## config.mk

```make
export PLATFORM = sky130hd
export DESIGN_NAME = pipe_ctrl
export DESIGN_NICKNAME = d
export VERILOG_FILES = /design/src/rtl/pipe_ctrl.sv
export SDC_FILE = /design/constraint.sdc
export NUM_CORES = 1
export LEC_CHECK = 0
export CORE_ASPECT_RATIO = 0.9
export CORE_MARGIN = 8
export CORE_UTILIZATION = 35
export DETAILED_ROUTE_END_ITERATION = 8
export PLACE_DENSITY_LB_ADDON = 0.25
export REMOVE_ABC_BUFFERS = 1
export SETUP_SLACK_MARGIN = 0.02
export SLEW_MARGIN = 20
export SYNTH_ARGS = -nofsm -noshare
export SYNTH_HDL_FRONTEND = slang
export SYNTH_SLANG_ARGS = --single-unit
```

## constraint.sdc

```tcl
create_clock -name clk -period 3.7 [get_ports clk]
set_input_delay 0.74 -clock clk [delete_from_list [all_inputs] [get_ports clk]]
set_output_delay 0.74 -clock clk [all_outputs]
set_load 0.02 [all_outputs]
```

## src/rtl/pipe_ctrl.sv

```systemverilog
// pipe_ctrl: pipeline sequencer for the 3-stage core (pc -> if_id -> id_ex -> ex).
// Turns jump, bus-stall, ex-stall and load-use requests into per-stage
// hold / NOP-flush controls and the pc redirect, with zero-cycle latency.
// Optional feature macro: PIPE_CTRL_PERF_EN adds saturating flush/stall
// cycle counters and their perf_flush_o / perf_stall_o ports.
module pipe_ctrl #(
  parameter int FLUSH_CYCLES = 2,
  parameter int ADDR_W       = 32
) (
  input  logic              clk,
  input  logic              rst_n,
  input  logic              jump_en_i,
  input  logic [ADDR_W-1:0] jump_addr_i,
  input  logic              stall_bus_i,
  input  logic              stall_ex_i,
  input  logic              load_use_i,
  output logic              pc_hold_o,
  output logic              if_id_hold_o,
  output logic              if_id_flush_o,
  output logic              id_ex_hold_o,
  output logic              id_ex_flush_o,
  output logic              jump_en_o,
  output logic [ADDR_W-1:0] jump_addr_o
`ifdef PIPE_CTRL_PERF_EN
  ,
  output logic [31:0]       perf_flush_o,
  output logic [31:0]       perf_stall_o
`endif
);

  // Counter only needs to hold FLUSH_CYCLES-1 down to 1.
  localparam int CNT_W = (FLUSH_CYCLES > 2) ? $clog2(FLUSH_CYCLES) : 1;

  typedef enum logic [1:0] {
    RUN    = 2'd0,
    FLUSH  = 2'd1,
    BSTALL = 2'd2
  } state_t;

  state_t              state_q, state_d;
  state_t              saved_q, saved_d;
  state_t              eff_state;
  logic [CNT_W-1:0]    cnt_q, cnt_d;
  logic                pend_q, pend_d;
  logic [ADDR_W-1:0]   pend_addr_q, pend_addr_d;
  logic                fire;
  logic [ADDR_W-1:0]   fire_addr;

  // State, saved state, flush counter and pending redirect registers.
  always_ff @(posedge clk or negedge rst_n) begin
    if (!rst_n) begin
      state_q     <= RUN;
      saved_q     <= RUN;
      cnt_q       <= '0;
      pend_q      <= 1'b0;
      pend_addr_q <= '0;
    end else begin
      state_q     <= state_d;
      saved_q     <= saved_d;
      cnt_q       <= cnt_d;
      pend_q      <= pend_d;
      pend_addr_q <= pend_addr_d;
    end
  end

  // Request arbitration: bus stall > jump (live or pending) > ex stall > load-use.
  // The cycle a bus stall ends behaves as the state saved when it began, so a
  // stall is transparent to the flush sequence.
  always_comb begin
    state_d       = state_q;
    saved_d       = saved_q;
    cnt_d         = cnt_q;
    pend_d        = pend_q;
    pend_addr_d   = pend_addr_q;
    pc_hold_o     = 1'b0;
    if_id_hold_o  = 1'b0;
    if_id_flush_o = 1'b0;
    id_ex_hold_o  = 1'b0;
    id_ex_flush_o = 1'b0;
    jump_en_o     = 1'b0;
    jump_addr_o   = '0;
    fire          = 1'b0;
    fire_addr     = '0;
    eff_state     = (state_q == BSTALL) ? saved_q : state_q;

    if (!rst_n) begin
      state_d = RUN;
    end else if (stall_bus_i) begin
      pc_hold_o    = 1'b1;
      if_id_hold_o = 1'b1;
      id_ex_hold_o = 1'b1;
      state_d      = BSTALL;
      if (state_q != BSTALL) saved_d = state_q;
      if (jump_en_i) begin
        pend_d      = 1'b1;
        pend_addr_d = jump_addr_i;
      end
    end else begin
      if (jump_en_i) begin
        fire      = 1'b1;
        fire_addr = jump_addr_i;
      end else if (state_q == BSTALL && pend_q) begin
        fire      = 1'b1;
        fire_addr = pend_addr_q;
      end
      pend_d  = 1'b0;
      state_d = eff_state;

      if (fire) begin
        jump_en_o     = 1'b1;
        jump_addr_o   = fire_addr;
        if_id_flush_o = 1'b1;
        id_ex_flush_o = 1'b1;
        if (FLUSH_CYCLES > 1) begin
          state_d = FLUSH;
          cnt_d   = CNT_W'(FLUSH_CYCLES - 1);
        end else begin
          state_d = RUN;
        end
      end else begin
        case (eff_state)
          FLUSH: begin
            if_id_flush_o = 1'b1;
            id_ex_flush_o = 1'b1;
            cnt_d         = cnt_q - 1'b1;
            if (cnt_q == CNT_W'(1)) state_d = RUN;
          end
          default: begin
            state_d = RUN;
            if (stall_ex_i || load_use_i) begin
              pc_hold_o     = 1'b1;
              if_id_hold_o  = 1'b1;
              id_ex_flush_o = 1'b1;
            end
          end
        endcase
      end
    end
  end

`ifdef PIPE_CTRL_PERF_EN
  // Saturating counters of flush cycles and pc-hold cycles.
  always_ff @(posedge clk or negedge rst_n) begin
    if (!rst_n) begin
      perf_flush_o <= '0;
      perf_stall_o <= '0;
    end else begin
      if (if_id_flush_o && perf_flush_o != 32'hFFFF_FFFF) perf_flush_o <= perf_flush_o + 1'b1;
      if (pc_hold_o && perf_stall_o != 32'hFFFF_FFFF) perf_stall_o <= perf_stall_o + 1'b1;
    end
  end
`endif

endmodule

```

# After elaboration in Yosys (flattened, before gate mapping)
# Index checks and enable logic that the tools add are counted.
[op_classes]
n_mul = 0
n_addsub = 1
reduce_logical = 7
div = 0
eq_ne = 4
n_bitwise = 1
shift = 0
magnitude_cmp = 0
mux = 37
[op_table]
columns = ["operator", "n"]
rows = [
  ["two-way mux 32 bit", 5],
  ["two-way mux 1 bit", 26],
  ["two-way mux 2 bit", 6],
  ["AND reduction 3 bit", 3],
  ["inequality test 2 bit, second input constant", 2],
  ["equality test 2 x 1 -> 1 bit, second input constant", 1],
  ["equality test 2 bit, second input constant", 1],
  ["AND reduction 2 bit", 1],
  ["nonzero test 2 bit", 1],
  ["logical AND 1 bit", 1],
  ["logical OR 1 bit", 1],
  ["inverter 1 bit", 1],
  ["subtractor 1 bit, second input constant", 1],
]
[totals]
regBits = 38
mem_count = 0
output_inout_bits = 38
rom_bits = 0
latch_bits = 0
wordCells = 55
ram_bits = 0
in_bits = 38

# Logic depth before layout (Yosys ltp)
# Gate-level depths: netlist (run 1).
[depth]
depth_word = 9
ltp_mapped = 6
ltp_nobuf = 4

# Worst setup path before layout (run 1)
# OpenSTA, ideal clock, no wires.
[synth_timing]
path_kind = "input to output"
from = "input port jump_en_i"
to = "output port pc_hold_o"
arrival_time_ns = 1.580
slack_ns = 1.380
path_buffers = 2
path_stages = 5
required_ns = 2.960
cell_sequence = "buf_4 -> a21oi_1 -> o31a_1 -> a21o_1 -> buf_4"
[synth_via]
elab_chain_len = 6
[synth_rtl]
columns = ["item", "line_no", "rtl"]
rows = [
  ["from (decl)", "12", "input logic jump_en_i,"],
  ["two-way mux 1 bit", "99", "if (jump_en_i) begin"],
  ["two-way mux 1 bit", "88", "end else if (stall_bus_i) begin"],
  ["two-way mux 1 bit", "86", "if (!rst_n) begin"],
  ["two-way mux 1 bit (3 in a row)", "--", ""],
  ["to (decl)", "17", "output logic pc_hold_o,"],
]
# No other way between the ends. The select of a mux whose other input is x is not followed.

# Worst setup path in the final report (run 1)
[layout_timing]
from = "input port stall_bus_i"
to = "output port jump_addr_o[4]"
[layout_via]
elab_chain_len = 2
[layout_rtl]
columns = ["item", "line_no", "rtl"]
rows = [
  ["from (decl)", "14", "input logic stall_bus_i,"],
  ["two-way mux 32 bit", "88", ""],
  ["two-way mux 32 bit", "86", ""],
  ["to (decl)", "23", "output logic [ADDR_W-1:0] jump_addr_o"],
]
# No other way between the ends.

==> results.txt, run 1 <==
The run finished with clean final reports. The timing-limited maximum frequency is just under 0.3 GHz. The headroom to the max-slew limit is 0.657. Detailed placement ended at an HPWL of approximately 3700 um. The number of filler instances in the final layout came out at between 500 and 600. The overall track demand over capacity in global routing came out at 0.117. The total CTS buffers came out at 5. The clock skew after layout came out at roughly 0.00072 ns. The first-pass iteration count of the detailed router is 4. Traced cell by cell, the critical path runs through clkdlybuf4s50_1 > and2b_1 > nand2_2 > nor2_1 > clkdlybuf4s50_1.

The register bit count reported by yosys came out at 38. The detailed-route vias per instance came out at about 4.8. The number of antenna violations at the first check in global routing came out at 0.

The library cell appearing most often on the critical path is sky130_fd_sc_hd__clkdlybuf4s50_1. The sum of negative setup slack came out at 0 ns. The footprint of the flip-flops and latches is around 950 um2.

The worst setup path is launched from a primary input. The utilization after layout is 0.500. The leftover overflow at the end of global routing came out at 0. At the worst endpoint, the arrival time is between 2 and 3 ns. The region available for standard cell placement spans 6080 um2. The final hold slack is 0.317 ns. The combined area of the multi-input logic cells is between 1000 and 1500 um2. The post-synthesis cell count is 184. 76 I/O pins were placed. The slowest stage of the critical path belongs to the cell sky130_fd_sc_hd__clkdlybuf4s50_1. Measured along the x axis, the die boundary spans 99.2 um.

The number of global-route vias before repair came out at about 1.7k. The filler-free cell count of the finished design came out at 330. The count of distinct cell types in the synthesized netlist came out at 30. The number of setup buffers added after CTS is 0. The shortest period the worst path allows came out at ~3.4 ns.

The netlist area before placement is roughly 2200 um2. TritonCTS built the clock tree. The transition time at the pin with the least slew margin is a little over 0.5 ns. Of the available clock period, the critical path in the final layout requires 0.922.

The post-detailed-route DRC marker count is 0. In the final design database the tool counted 295 nets. The maximum VDD drop came out at approximately 170 uV. The delay of the slowest cell on the worst path is 0.63 ns. The total number of vias is 1,595. For this run, the register share of the synthesized area comes to 0.436. The number of setup violations in the final report is 0. STA classifies the critical path endpoint as a primary output. The tool flagged a number of max-cap violations equal to 0.

Of all nets on the critical path, the largest fanout is 27. The die outline height came out at about 91 um. The post-cts repair resize count came out at 0. Setup repair after global routing left no endpoint under its margin. The total number of yosys warnings is 0. The cell count after placement is approximately 320. The H-tree depth reported by CTS came out at 2. The max-slew violation count came out at 0. The repair_antennas step left the layout with diodes totalling 0. The number of standard-cell rows in the floorplan came out at 27. The overall power of the completed layout is 1.14 mW. The average wire length per cell after detail routing came out at between 15 and 20 um.

Entering global routing, the biggest net connects 32 pins. From synthesis to final layout, the design area changed by 39.5%. The cell family contributing the most delay on the critical path is buffers and inverters. The die outline area is between 9000 and 10,000 um2. The number of sinks driven by the clock tree came out at 38.

The tree is rooted in a sky130_fd_sc_hd__clkbuf_8. The leakage power summed over all cells came out at approximately 1.4 nW. The power density of the placed cells is 376 nW/um2. After detailed routing, the total wire length is between 5000 and 6000 um.

The critical path contains buffers and inverters numbering 2 combined. The first global-routing pass estimated 8580 um of wire. The source-to-sink clock delay at the later pin of the worst-skew pair is ~0.29 ns. The final-report hold violation count was 0. The initial detailed-routing violation count is 31. The number of nets with antenna violations after routing came out at 0. In this run, post-CTS hold repair placed 0 buffers. Of the cells placed in the final design, the portion with a size suffix greater than 1 is 0.190.

The critical path is of the primary input to primary output type. The starting density of the core is 0.358. The maximum count of clock buffers along a single path came out at 2. The clock transition at the register clock pins on the worst setup and hold paths after CTS is roughly 0.08 ns. The count of buffers inserted at the top-level ports is 75. Dividing the synthesized area by the synthesized cell count gives between 10 and 15 um2.

The min-delay analysis places its worst path in the category primary input to asynchronous set/reset pin. The routability congestion estimate from global placement is 0.696. The required time reported for the critical path endpoint came out at between 2 and 3 ns.
## cells by family (layout without fill, tap and decap cells)
kind of cell / after synthesis / count (layout) / synth area share
XOR/XNOR: 1 / 1 / 0.00402
AO/OA/AOI/OAI: 16 / 16 / 0.0511
multiplexers: 58 / 58 / 0.336
AND/OR/NAND/NOR: 55 / 55 / 0.119
buffers and inverters: 16 / 90 / 0.0528
flip-flops: 38 / 38 / 0.436
## registers in the layout (all words and copies together), names as in the netlist
| name | cells |
|---|---|
| pend_addr_q | 32 |
| saved_q | 2 |
| state_q | 2 |
| cnt_q | 1 |
| pend_q | 1 |
## cells in the mapped netlist (all sizes together)
cell type / n / area share
and2b: 1 / 0.0034
inv: 3 / 0.0052
nor2b: 3 / 0.0086
clkbuf: 1 / 0.0017
and2: 2 / 0.0057
xnor2: 1 / 0.0040
a21oi: 6 / 0.015
nor2: 40 / 0.070
nand2: 2 / 0.0046
buf: 12 / 0.046
dfrtp: 38 / 0.44
nor3: 2 / 0.0046
o31a: 1 / 0.0040
nand3: 1 / 0.0046
a21o: 1 / 0.0034
a22oi: 6 / 0.021
mux2i: 26 / 0.12
nand2b: 3 / 0.0086
nand3b: 1 / 0.0092
a211oi: 1 / 0.0034
mux2: 32 / 0.22
o2bb2ai: 1 / 0.0040
## per-stage QoR
stage / setup WS, ns / instance area, um2
3_5_place_dp: 0.257 / 2950
5_1_grt: 0.140 / 3040
6_report: 0.290 / 3040
4_1_cts: 0.234 / 3040
2_1_floorplan: 1.40 / 2080
3_3_place_gp: 0.260 / 2950
## area by class of cell
type | count | area share
clock buffer | 7 | 0.0284
multi-input combinational | 130 | 0.366
clock inverter | 1 | 0.00165
tap | 72 | 0.0296
timing repair buffer | 79 | 0.258
sequential | 38 | 0.313
inverter | 3 | 0.00370
## worst paths after layout
| path | slack, ns | endpoint | depth (start not counted) | start |
|---|---|---|---|---|
| min in group clk | 0.50 | pend_addr_q[19]$_DFFE_PN0P_ | 1 | pend_addr_q[19]$_DFFE_PN0P_ |
| setup reg to reg | 2.50 | cnt_q$_DFFE_PN0P_ | 4 | state_q[0]$_DFF_PN0_ |
| max in group asynchronous | 2.67 | pend_addr_q[26]$_DFFE_PN0P_ | 2 | rst_n |
| hold reg to reg | 0.50 | pend_addr_q[19]$_DFFE_PN0P_ | 1 | pend_addr_q[19]$_DFFE_PN0P_ |
| setup / recovery | 0.29 | jump_addr_o[4] | 5 | stall_bus_i |
| hold / removal | 0.32 | state_q[1]$_DFF_PN0_ | 1 | rst_n |
## per-layer routing
layer | global-route usage | up-vias | share of wire
li1 | - | 775 | -
met1 | 0.147 | 761 | 0.47
met2 | 0.173 | 51 | 0.43
met3 | 0.0524 | 8 | 0.086
met4 | 0.0378 | 0 | 0.011
met5 | 0 | - | 0
## cells in the final DEF (no fill, tap or decap), types with 2 or more instances in the layout
cell and count:
sky130_fd_sc_hd__clkdlybuf4s50_1 73, sky130_fd_sc_hd__dfrtp_1 38, sky130_fd_sc_hd__inv_1 2, sky130_fd_sc_hd__buf_2 2, sky130_fd_sc_hd__mux2_1 2, sky130_fd_sc_hd__and2_1 2, sky130_fd_sc_hd__nor2_1 39, sky130_fd_sc_hd__mux2_4 30
sky130_fd_sc_hd__clkbuf_8 6, sky130_fd_sc_hd__mux2i_1 26, sky130_fd_sc_hd__nor2b_1 3, sky130_fd_sc_hd__nor3_1 2, sky130_fd_sc_hd__buf_4 3, sky130_fd_sc_hd__nand2b_1 3, sky130_fd_sc_hd__a21oi_1 5, sky130_fd_sc_hd__a22oi_1 6
## power breakdown
part           switching [mW]  internal, mW  total [mW]
Sequential             0.0450         0.490       0.535
Clock                   0.147         0.150       0.297
Combinational           0.120         0.192       0.312
Note: power is estimated with default switching activity, not from simulation.
==> run 2: changes to the inputs <==
Settings changed: CORE_MARGIN 8 to unset, CORE_UTILIZATION 35 to 49, SLEW_MARGIN 20 to unset.
==> run 2 against run 1 <==
Net effect:
- power grew 13%
- critical path type unchanged
- routed wire length shrank 13%
- non-clock buffer count is the same
- via count grew 0.25%
- sequential share of layout area shrank 0.37 points
- combinational power is essentially flat
==> results.txt, run 2 (synthesized netlist as in run 1, its figures left out) <==
The type of origin of the critical path is a primary input (unchanged). The detailed-route vias per instance is 5.03 (was 4.83). The footprint of the flip-flops and latches is 951 um2 (unchanged). The share of post-route cells with drive strength above 1 came out at 0.194 (was 0.190).

The critical path data arrival time came out at 2.69 ns (was 2.67 ns). The number of standard-cell rows in the floorplan is 22 (was 27). The count of cells along the worst register-to-register path was 4 (unchanged). The detailed-placement wirelength estimate came out at 3060 um (was 3660 um).

The number of sinks driven by the clock tree came out at 38 (unchanged). The transition time at the pin with the least slew margin came to 0.575 ns (was 0.513 ns). The utilization after layout is 0.735 (was 0.500). The headroom to the max-slew limit is 0.616 (was 0.657). The launch point of the critical path is stall_bus_i (unchanged). The shortest period the worst path allows came out at 3.43 ns (was 3.41 ns). The number of antenna violations at the first check in global routing is 0 (unchanged). The final-stage net count came out at 295 (unchanged). The number of setup violations in the final report is 0 (unchanged). The die outline height is 65.3 um (was 90.9 um). The number of diodes added for antenna fixing came out at 0 (unchanged). The clock skew after layout is 0.00859 ns (was 0.000716 ns). The wire length reported by the detailed router was 4480 um (was 5120 um). The number of setup buffers added after CTS was 0 (unchanged). The first-pass iteration count of the detailed router was 4 (unchanged). Unrepaired setup endpoints after global routing: no (unchanged). The master cell of the clock root buffer is sky130_fd_sc_hd__clkbuf_8 (unchanged). The total CTS buffers is 5 (unchanged). The count of buffers inserted at the top-level ports came out at 75 (unchanged). The maximum count of clock buffers along a single path came to 2 (unchanged). The number of nets with antenna violations after routing came out at 0 (unchanged). The H-tree depth reported by CTS was 2 (unchanged). The timing-limited maximum frequency is 0.291 GHz (was 0.293 GHz).

The final-report hold violation count is 0 (unchanged). The overall track demand over capacity in global routing came out at 0.217 (was 0.117). The number of global-route vias before repair is 1,586 (was 1,691). The max-slew violation count is 0 (unchanged). The largest net degree at the start of global routing is 33 (was 32). The largest driver fanout on the critical path is 27 (unchanged).

The critical path class is primary input to primary output (unchanged). The leftover overflow at the end of global routing is 0 (unchanged). The launch point of the worst reg-to-reg path is state_q[0]$_DFF_PN0_ (unchanged). The source-to-sink clock delay at the later pin of the worst-skew pair was 0.29 ns (about the same). The area of the core came out at 4180 um2 (was 6080 um2). The type of the worst min-delay path is primary input to asynchronous set/reset pin (unchanged). The capturing element type of the critical path is a primary output (unchanged).

The leakage power summed over all cells came out at 1.44 nW (was 1.41 nW). The clock transition at the register clock pins on the worst setup and hold paths after CTS is 0.08 ns (about the same). The required time reported for the critical path endpoint is 2.96 ns (about the same). The sum of negative setup slack came out at 0 ns (unchanged).

The wire length of the first global-routing pass was 7650 um (was 8580 um). The area growth from synthesis to layout came out at 41.2% (was 39.5%). The number of hold buffers added after cts is 0 (unchanged). The routability congestion estimate from global placement came to 0.789 (was 0.696). The worst setup path endpoint is jump_addr_o[7] (was jump_addr_o[4]). Top library cells by usage in the layout, fill and taps aside: 73 x sky130_fd_sc_hd__clkdlybuf4s50_1, 39 x sky130_fd_sc_hd__nor2_1, 38 x sky130_fd_sc_hd__dfrtp_1, 30 x sky130_fd_sc_hd__mux2_4, 26 x sky130_fd_sc_hd__mux2i_1 (unchanged). The number of I/O pins came out at 76 (unchanged). The initial detailed-routing violation count is 62 (was 31). The average wire length per cell after detail routing is 14.1 um (was 15.5 um).

The number of flip-flops in the largest register came out at 32 (unchanged). The combined area of the multi-input logic cells came out at 1110 um2 (unchanged). The starting density of the core came out at 0.521 (was 0.358). The capture point of the worst reg-to-reg path is cnt_q$_DFFE_PN0P_ (unchanged).

The post-cts repair resize count came out at 0 (unchanged). The die outline area is 4720 um2 (was 9010 um2). The final clock period utilization by the worst path was 0.928 (was 0.922). The number of filler instances in the final layout is 308 (was 570). The total number of vias was 1,599 (was 1,595). The horizontal extent of the die is 72.3 um (was 99.2 um). The CTS tree was yes (unchanged). The post-detailed-route DRC marker count came out at 0 (unchanged).

The maximum VDD drop is 267 uV (was 172 uV). The most common cell after layout, fill and taps aside is sky130_fd_sc_hd__clkdlybuf4s50_1 (unchanged). The power density of the placed cells is 419 nW/um2 (was 376 nW/um2). Regs by FF count: pend_addr_q x32, saved_q x2, state_q x2 (unchanged). The number of violations of the max-capacitance limit came out at 0 (unchanged).

Status: finished clean (unchanged). The register ranked first by flip-flop count is pend_addr_q (unchanged). The setup slack on the worst flop-to-flop path came out at 2.51 ns (was 2.50 ns).
run 2: cell count changes in the layout (fill, tap and decap cells not counted):
cell,change
sky130_fd_sc_hd__clkinv_2,-1
sky130_fd_sc_hd__bufinv_16,+2
sky130_fd_sc_hd__clkbuf_1,-1
run 2: worst min-delay path by stage:
| stage | start | to | slack, ns | cells after the start |
|---|---|---|---|---|
| 4_1_cts | rst_n | pend_addr_q[29]$_DFFE_PN0P_ | 0.31 | 1 |
| 5_1_grt | rst_n | pend_addr_q[29]$_DFFE_PN0P_ | 0.32 | 1 |
| 2_1_floorplan | rst_n | cnt_q$_DFFE_PN0P_ | 0.44 | 0 |
| 6_report | rst_n | pend_addr_q[29]$_DFFE_PN0P_ | 0.31 | 1 |
| 3_5_place_dp | pend_addr_q[19]$_DFFE_PN0P_ | pend_addr_q[19]$_DFFE_PN0P_ | 0.49 | 1 |
| 3_3_place_gp | saved_q[1]$_DFFE_PN0P_ | saved_q[1]$_DFFE_PN0P_ | 0.48 | 2 |
run 2: worst max-delay path, cell delays in order:
cell and delay (ns):
sky130_fd_sc_hd__clkdlybuf4s50_1 0.49, sky130_fd_sc_hd__and2b_1 0.29, sky130_fd_sc_hd__nand2_2 0.31, sky130_fd_sc_hd__nor2_1 0.22, sky130_fd_sc_hd__clkdlybuf4s50_1 0.63
run 2: layout make-up:
cell class,instances,area share
Clock buffer,6,0.0268
Clock inverter,2,0.0195
Inverter,3,0.00366
Multi-Input combinational cell,130,0.362
Sequential cell,38,0.309
Tap cell,60,0.0244
Timing Repair Buffer,79,0.255
run 2: through the flow:
step           hold WS (ns)  area (um2)  cells  total power [mW]  setup slack [ns]
6_report              0.311        3080    318              1.29             0.267
3_5_place_dp          0.486        2930    310             0.854             0.287
3_3_place_gp          0.476        2930    310             0.847             0.351
4_1_cts               0.311        3080    318              1.30             0.263
5_1_grt               0.318        3080    318              1.36             0.140
2_1_floorplan         0.444        2080    171             0.725              1.40
run 2: metal layers:
| metal | GRT usage | share of wire | up-vias | wire [um] |
|---|---|---|---|---|
| li1 | - | - | 773 | - |
| met3 | 0.0660 | 0.058 | 5 | 260 |
| met1 | 0.279 | 0.46 | 773 | 2070 |
| met2 | 0.356 | 0.47 | 48 | 2110 |
| met5 | 0 | 0 | - | 0 |
| met4 | 0.0588 | 0.0092 | 0 | 41 |
run 2: report_power, final:
| part | switching (mW) | internal (mW) |
|---|---|---|
| Combinational | 0.119 | 0.192 |
| Sequential | 0.0482 | 0.490 |
| Clock | 0.151 | 0.288 |
